[src/rtl/l2_line_responder.sv]
// l2_line_responder
//
// L2-side responder for the L1 data cache miss interface. Each accepted
// request moves one 64-byte line as a burst of 32-bit words over a
// word-wide memory port. A fill returns the assembled line with a
// single-cycle ack. A writeback streams the captured line out, then acks.
//
// Ports
//   clk, reset       clock, synchronous active-high reset
//   l2_read_i        L1 line read (fill) request, level, held until ack
//   l2_write_i       L1 line writeback request, level, held until ack
//   l2_addr_i[31:0]  request address, line offset bits ignored
//   l2_data_i[511:0] writeback line from L1
//   l2_ack_o         single-cycle completion pulse
//   l2_data_o[511:0] fill line to L1, valid in the ack cycle
//   mem_read_o       word read request, held until mem_ack_i
//   mem_write_o      word write request, held until mem_ack_i
//   mem_addr_o[31:0] word byte address
//   mem_data_o[31:0] word write data
//   mem_data_i[31:0] word read data, valid with mem_ack_i
//   mem_ack_i        word transfer complete
//
// Word i of a line sits at base + 4*i and occupies the line bits
// [511-32*i : 480-32*i], so word 0 is the most significant word.
// All outputs come straight from registers. l2_ack_o therefore has no
// combinational path from the request lines, which the L1 drops
// combinationally in the ack cycle.

module l2_line_responder #(
    parameter int BURST_WORDS      = 16,
    parameter int LINE_OFFSET_BITS = 6
) (
    input  logic         clk,
    input  logic         reset,
    input  logic         l2_read_i,
    input  logic         l2_write_i,
    input  logic [31:0]  l2_addr_i,
    input  logic [511:0] l2_data_i,
    output logic         l2_ack_o,
    output logic [511:0] l2_data_o,
    output logic         mem_read_o,
    output logic         mem_write_o,
    output logic [31:0]  mem_addr_o,
    output logic [31:0]  mem_data_o,
    input  logic [31:0]  mem_data_i,
    input  logic         mem_ack_i
);

    localparam int LINE_BITS = 32 * BURST_WORDS;
    localparam int CNT_W     = $clog2(BURST_WORDS);
    // Masking with a constant (rather than slicing) keeps every address bit
    // formally in use while still forcing the line offset to zero.
    localparam logic [31:0] LINE_MASK = ~((32'd1 << LINE_OFFSET_BITS) - 32'd1);
    localparam logic [CNT_W-1:0] LAST_WORD = CNT_W'(BURST_WORDS - 1);

    typedef enum logic [2:0] {
        IDLE,
        WRITE_CAPTURE,
        WRITE_BURST,
        READ_BURST,
        ACK
    } state_t;

    state_t                 state_reg,     state_next;
    logic [CNT_W-1:0]       count_reg,     count_next;
    logic [LINE_BITS-1:0]   line_reg,      line_next;
    logic [LINE_BITS-1:0]   l2_data_reg,   l2_data_next;
    logic                   ack_reg,       ack_next;
    logic                   mem_read_reg,  mem_read_next;
    logic                   mem_write_reg, mem_write_next;
    logic [31:0]            mem_addr_reg,  mem_addr_next;
    logic [31:0]            mem_data_reg,  mem_data_next;

    logic [31:0]            line_words [BURST_WORDS];
    logic [LINE_BITS-1:0]   line_merged;
    logic                   store_word;
    logic [CNT_W-1:0]       count_inc;
    logic [31:0]            req_base;

    assign store_word = (state_reg == READ_BURST) && mem_ack_i;
    assign count_inc  = count_reg + CNT_W'(1);
    assign req_base   = l2_addr_i & LINE_MASK;

    // Word view of the line buffer, plus the buffer with the incoming read
    // word dropped into the slot selected by the counter. The merged view
    // lets the final word reach l2_data_o in the same edge that stores it.
    generate
        for (genvar gi = 0; gi < BURST_WORDS; gi++) begin : g_word
            localparam int HI = LINE_BITS - 1 - 32 * gi;
            assign line_words[gi] = line_reg[HI -: 32];
            assign line_merged[HI -: 32] =
                (store_word && (count_reg == CNT_W'(gi))) ? mem_data_i
                                                          : line_reg[HI -: 32];
        end
    endgenerate

    always_ff @(posedge clk) begin
        if (reset) begin
            state_reg     <= IDLE;
            count_reg     <= '0;
            line_reg      <= '0;
            l2_data_reg   <= '0;
            ack_reg       <= 1'b0;
            mem_read_reg  <= 1'b0;
            mem_write_reg <= 1'b0;
            mem_addr_reg  <= '0;
            mem_data_reg  <= '0;
        end else begin
            state_reg     <= state_next;
            count_reg     <= count_next;
            line_reg      <= line_next;
            l2_data_reg   <= l2_data_next;
            ack_reg       <= ack_next;
            mem_read_reg  <= mem_read_next;
            mem_write_reg <= mem_write_next;
            mem_addr_reg  <= mem_addr_next;
            mem_data_reg  <= mem_data_next;
        end
    end

    always_comb begin
        state_next     = state_reg;
        count_next     = count_reg;
        line_next      = line_reg;
        l2_data_next   = l2_data_reg;
        ack_next       = 1'b0;
        mem_read_next  = mem_read_reg;
        mem_write_next = mem_write_reg;
        mem_addr_next  = mem_addr_reg;
        mem_data_next  = mem_data_reg;

        case (state_reg)
            IDLE: begin
                // The address register doubles as the latched line base; no
                // memory request is raised yet, so updating it early is safe.
                if (l2_write_i) begin
                    mem_addr_next = req_base;
                    state_next    = WRITE_CAPTURE;
                end else if (l2_read_i) begin
                    mem_addr_next = req_base;
                    mem_read_next = 1'b1;
                    state_next    = READ_BURST;
                end
            end

            WRITE_CAPTURE: begin
                // The L1 data RAM needs a cycle after acceptance to present
                // the victim line, so it is sampled here, not in IDLE.
                line_next      = l2_data_i;
                mem_write_next = 1'b1;
                mem_data_next  = l2_data_i[LINE_BITS-1 -: 32];
                state_next     = WRITE_BURST;
            end

            WRITE_BURST: begin
                if (mem_ack_i) begin
                    if (count_reg == LAST_WORD) begin
                        mem_write_next = 1'b0;
                        count_next     = '0;
                        ack_next       = 1'b1;
                        state_next     = ACK;
                    end else begin
                        count_next    = count_inc;
                        mem_addr_next = mem_addr_reg + 32'd4;
                        mem_data_next = line_words[count_inc];
                    end
                end
            end

            READ_BURST: begin
                if (mem_ack_i) begin
                    line_next = line_merged;
                    if (count_reg == LAST_WORD) begin
                        mem_read_next = 1'b0;
                        count_next    = '0;
                        ack_next      = 1'b1;
                        l2_data_next  = line_merged;
                        state_next    = ACK;
                    end else begin
                        count_next    = count_inc;
                        mem_addr_next = mem_addr_reg + 32'd4;
                    end
                end
            end

            ACK: begin
                // Always return through IDLE so an ack is never followed
                // immediately by an acceptance of the still-high request.
                state_next = IDLE;
            end

            default: state_next = IDLE;
        endcase
    end

    assign l2_ack_o    = ack_reg;
    assign l2_data_o   = l2_data_reg;
    assign mem_read_o  = mem_read_reg;
    assign mem_write_o = mem_write_reg;
    assign mem_addr_o  = mem_addr_reg;
    assign mem_data_o  = mem_data_reg;

endmodule
[config.mk]
export PLATFORM = sky130hd
export DESIGN_NAME = l2_line_responder
export DESIGN_NICKNAME = d
export VERILOG_FILES = /design/src/rtl/l2_line_responder.sv
export SDC_FILE = /design/constraint.sdc
export NUM_CORES = 2
export LEC_CHECK = 0
export BUFFER_PORTS_ARGS = -buffer_cell sky130_fd_sc_hd__buf_2
export CORE_AREA = 2 2 450 452
export DETAILED_ROUTE_END_ITERATION = 8
export DIE_AREA = 0 0 452 454
export SLEW_MARGIN = 5
export SYNTH_ARGS = -nofsm -noshare
export SYNTH_HDL_FRONTEND = slang
export SYNTH_SLANG_ARGS = --single-unit
[constraint.sdc]
create_clock -name clk -period 7.3 [get_ports clk]
set_clock_uncertainty 0.2 [all_clocks]
set_input_delay 0.365 -clock clk [delete_from_list [all_inputs] [get_ports clk]]
set_output_delay 0.365 -clock clk [all_outputs]
set_load 0.005 [all_outputs]
==> run_results.csv <==
group,metric,value,unit
worst_setup_path,cp_max_fo,59,
global_route,grt_first_pass_wirelength,479000,um
worst_setup_path,crit_slowest_cell,"dfxtp_1",
synth,yosysSeqAreaShare,41.3,%
clocking,clock_latency,0.83,ns
sta,hold_violations,0,
worst_setup_path,critPathRequiredTime,7.85,ns
layout,multi_input_area,28100,um2
power_and_ir_drop,total_power,18900,uW
worst_setup_path,cp_common_cell,"buf_4",
placed_design,dp.cells,9740,
layout,syn2layout_area_growth,34.6,%
clocking,cts_resized,0,
layout,layout.cells.non_filler,10700,
floorplanning,io_pins,1160,
worst_setup_path,r2r_cells,8,
layout,final_common_cell,"buf_2",
synth,synth_enable_flop_cells,0,
clocking,clock-root-buffer,"clkbuf_16",
worst_setup_path,critPathKind,"reg -> reg",
clocking,clk_pin_slew,0.06,ns
routing,detail-route-antenna-nets,0,
worst_setup_path,critical_path_depth,8,
floorplanning,rows,165,
layout,final_cell_mix,"buf_2 (1149), dfxtp_1 (1095), nor2_1 (1040), nand2_1 (846), dlygate4sd3_1 (605)",
synth,netlist_area,53100,um2
power_and_ir_drop,powerDensity,265,nW/um2
layout,fin_nets,8399,
clocking,cts.sinks,1096,
synth,ys.flop_type,"dfxtp_1",
sta,slew_headroom,1.67,%
routing,drt-pass1-iter-count,7,
clocking,cts_tree,"yes",
synth,synth_seq_cells,1096,
power_and_ir_drop,seqPwrFrac,38.9,%
synth,ys_types,74,
worst_setup_path,timing.rr.end,"line_reg[14]",
sta,drv_slew,0,
sta,setup_viol,0,
layout,fin_util,35.6,%
sta,fin_crit_sh,67.4,%
hold_path,holdPathStages,4,
floorplanning,coreArea,201000,um2
layout,drive_above_1_share,21.8,%
floorplanning,die_h,454,um
clocking,ctsHtreeMaxLevel,4,
power_and_ir_drop,p_sw,6690,uW
run_status,status,"finished, violations left",
placed_design,routabilityCongestion,0.959,
worst_setup_path,cpPeakStageDelay,0.78,ns
global_route,grt_max_degree,205,
floorplanning,die_area,205000,um2
routing,vias,62500,
global_route,grt_pass1_vias,56500,
power_and_ir_drop,comb_power_share,22.4,%
sta,timing.hold.ws,0.0497,ns
worst_setup_path,path_cells,"nand2b_2 > buf_4 > nor2_4 > buf_4 > buf_4 > o22ai_1 > a211oi_1 > dlygate4sd3_1",
floorplanning,start_util,26.4,%
synth,async_flop_share,0,%
run_status,violations,"max-capacitance violations",
worst_setup_path,endpoint_kind,"register",
power_and_ir_drop,sw_frac_of_total,35.4,%
layout,seqCellArea,21900,um2
power_and_ir_drop,p_leak,0.0278,uW
sta,period_minus_slack,4.92,ns
synth,avgSynthCellArea,8.10,um2
hold_path,worstHoldStart,"mem_data_i[15]",
sta,rsz0062_at_grt,"false",
worst_setup_path,r2r_start,"state_reg[0]",
clocking,clock_path_buffers,3,
power_and_ir_drop,clock_power_share,38.7,%
worst_setup_path,crit_family,"buffers and inverters",
floorplanning,die_w,452,um
power_and_ir_drop,p_int,12200,uW
clocking,cts_buffers,138,
worst_setup_path,arrival,5.47,ns
layout,fillers,20700,
synth,synth_cells,6554,
worst_setup_path,path_buf_inv,4,
routing,vias_per_cell,5.87,
global_route,track_usage,33.5,%
synth,yosysWarnings,0,
power_and_ir_drop,worst_ir_drop_vdd,0.229,mV
sta,tightest_slew,1.46,ns
run,drv_cap,1,
hold_path,hp-class,"in -> reg",
placed_design,dp_hpwl,253000,um
worst_setup_path,cp-start-kind,"register",
routing,drc,0,
placed_design,io_buffers,1151,
routing,wl_per_cell,34.0,um
sta,fmax,203,MHz
worst_setup_path,r2r_slack,2.38,ns
global_route,antenna_found_initial,100,
sta,tns,0,ns
routing,dr.first_iter.drc_count,9149,
hold_path,min_to,"l2_data_o[495]",
global_route,grt_overflow_total,0,
routing,drt_wl_total,362000,um
[worst max-delay path by stage]
| stage | start | to | slack [ns] |
|---|---|---|---|
| floorplan | count_reg[0] | mem_data_o[21] | 4.31 |
| global placement | count_reg[0] | line_reg[344] | 2.83 |
| detailed placement | count_reg[0] | line_reg[330] | 2.83 |
| CTS | state_reg[0] | line_reg[14] | 2.51 |
| global route | state_reg[0] | line_reg[264] | 2.20 |
| finish | state_reg[0] | line_reg[14] | 2.38 |
[kinds of logic (layout without fill, tap and decap cells)]
group,Yosys count,count (layout),share of synthesized area [%]
DFF,1096,1096,41.3
muxes,293,293,8.54
and+or+nand+nor,2406,2406,18.8
xor gates and xnor gates,6,6,0.0990
other,1,61,0.00707
buffers and inverters,785,2154,6.19
adders and majority gates,5,5,0.118
AOI/OAI and AO/OA,1962,1962,24.9
[power by group through the flow]
stage / sequential (uW) / clock, uW / combinational (uW)
3_5_place_dp: 7440 / 0 / 3830
6_report: 7350 / 7310 / 4240
4_1_cts: 7310 / 7380 / 4170
3_3_place_gp: 7420 / 0 / 3780
5_1_grt: 7370 / 7600 / 4440
2_1_floorplan: 6960 / 0 / 2160
[worst reg2reg max path: stages (launching register included)]
cell	delay [ns]
dfxtp_1	0.78
nand2b_2	0.12
buf_4	0.30
nor2_4	0.71
buf_4	0.78
buf_4	0.83
o22ai_1	0.30
a211oi_1	0.25
dlygate4sd3_1	0.58
[Yosys cell counts (all sizes together), types with 19 or more instances]
| library cell | number | share of area [%] |
|---|---|---|
| o21ai | 359 | 3.4 |
| a2111oi | 19 | 0.50 |
| mux4 | 128 | 5.4 |
| nand2 | 851 | 6.0 |
| nor2 | 1043 | 7.4 |
| o221ai | 122 | 2.0 |
| o31ai | 312 | 4.4 |
| a311oi | 340 | 5.6 |
| nor4 | 70 | 0.85 |
| a211oi | 108 | 1.5 |
| buf | 275 | 2.6 |
| nand3 | 40 | 0.47 |
| nor3 | 343 | 3.3 |
| clkbuf | 495 | 3.5 |
| dfxtp | 1096 | 41 |
| mux2i | 165 | 3.1 |
| o211a | 32 | 0.60 |
| o22ai | 105 | 1.2 |
| a21oi | 527 | 5.0 |
[what timing repair did]
action	CTS	global route
hold buffers	605	0
buffers inserted	0	0
setup endpoints to repair	0	0
hold endpoints to repair	690	0
[routing by layer]
| layer | vias to the layer above | track usage [%] | share of wire [%] |
|---|---|---|---|
| met3 | 1094 | 8.79 | 10 |
| met5 | - | 0 | 0.046 |
| met2 | 4425 | 50.6 | 43 |
| met4 | 24 | 25.1 | 8.8 |
| met1 | 30400 | 41.0 | 37 |
| li1 | 26500 | - | - |
[per-stage QoR]
step,setup slack [ns],instance area (um2)
after detailed placement,2.83,60500
after floorplan,4.31,53100
after global routing,2.20,71400
final,2.38,71400
after CTS,2.51,71300
after global placement,2.83,60500
[cell type report]
type	count	area share, %
Sequential cell	1096	30.7
Tap cell	2672	4.68
Timing Repair Buffer	1888	18.3
Clock inverter	55	1.05
Clock buffer	196	5.59
Inverter	15	0.0893
Antenna cell	59	0.207
Multi-Input combinational cell	4674	39.4
(Power assumes the default switching activity.)
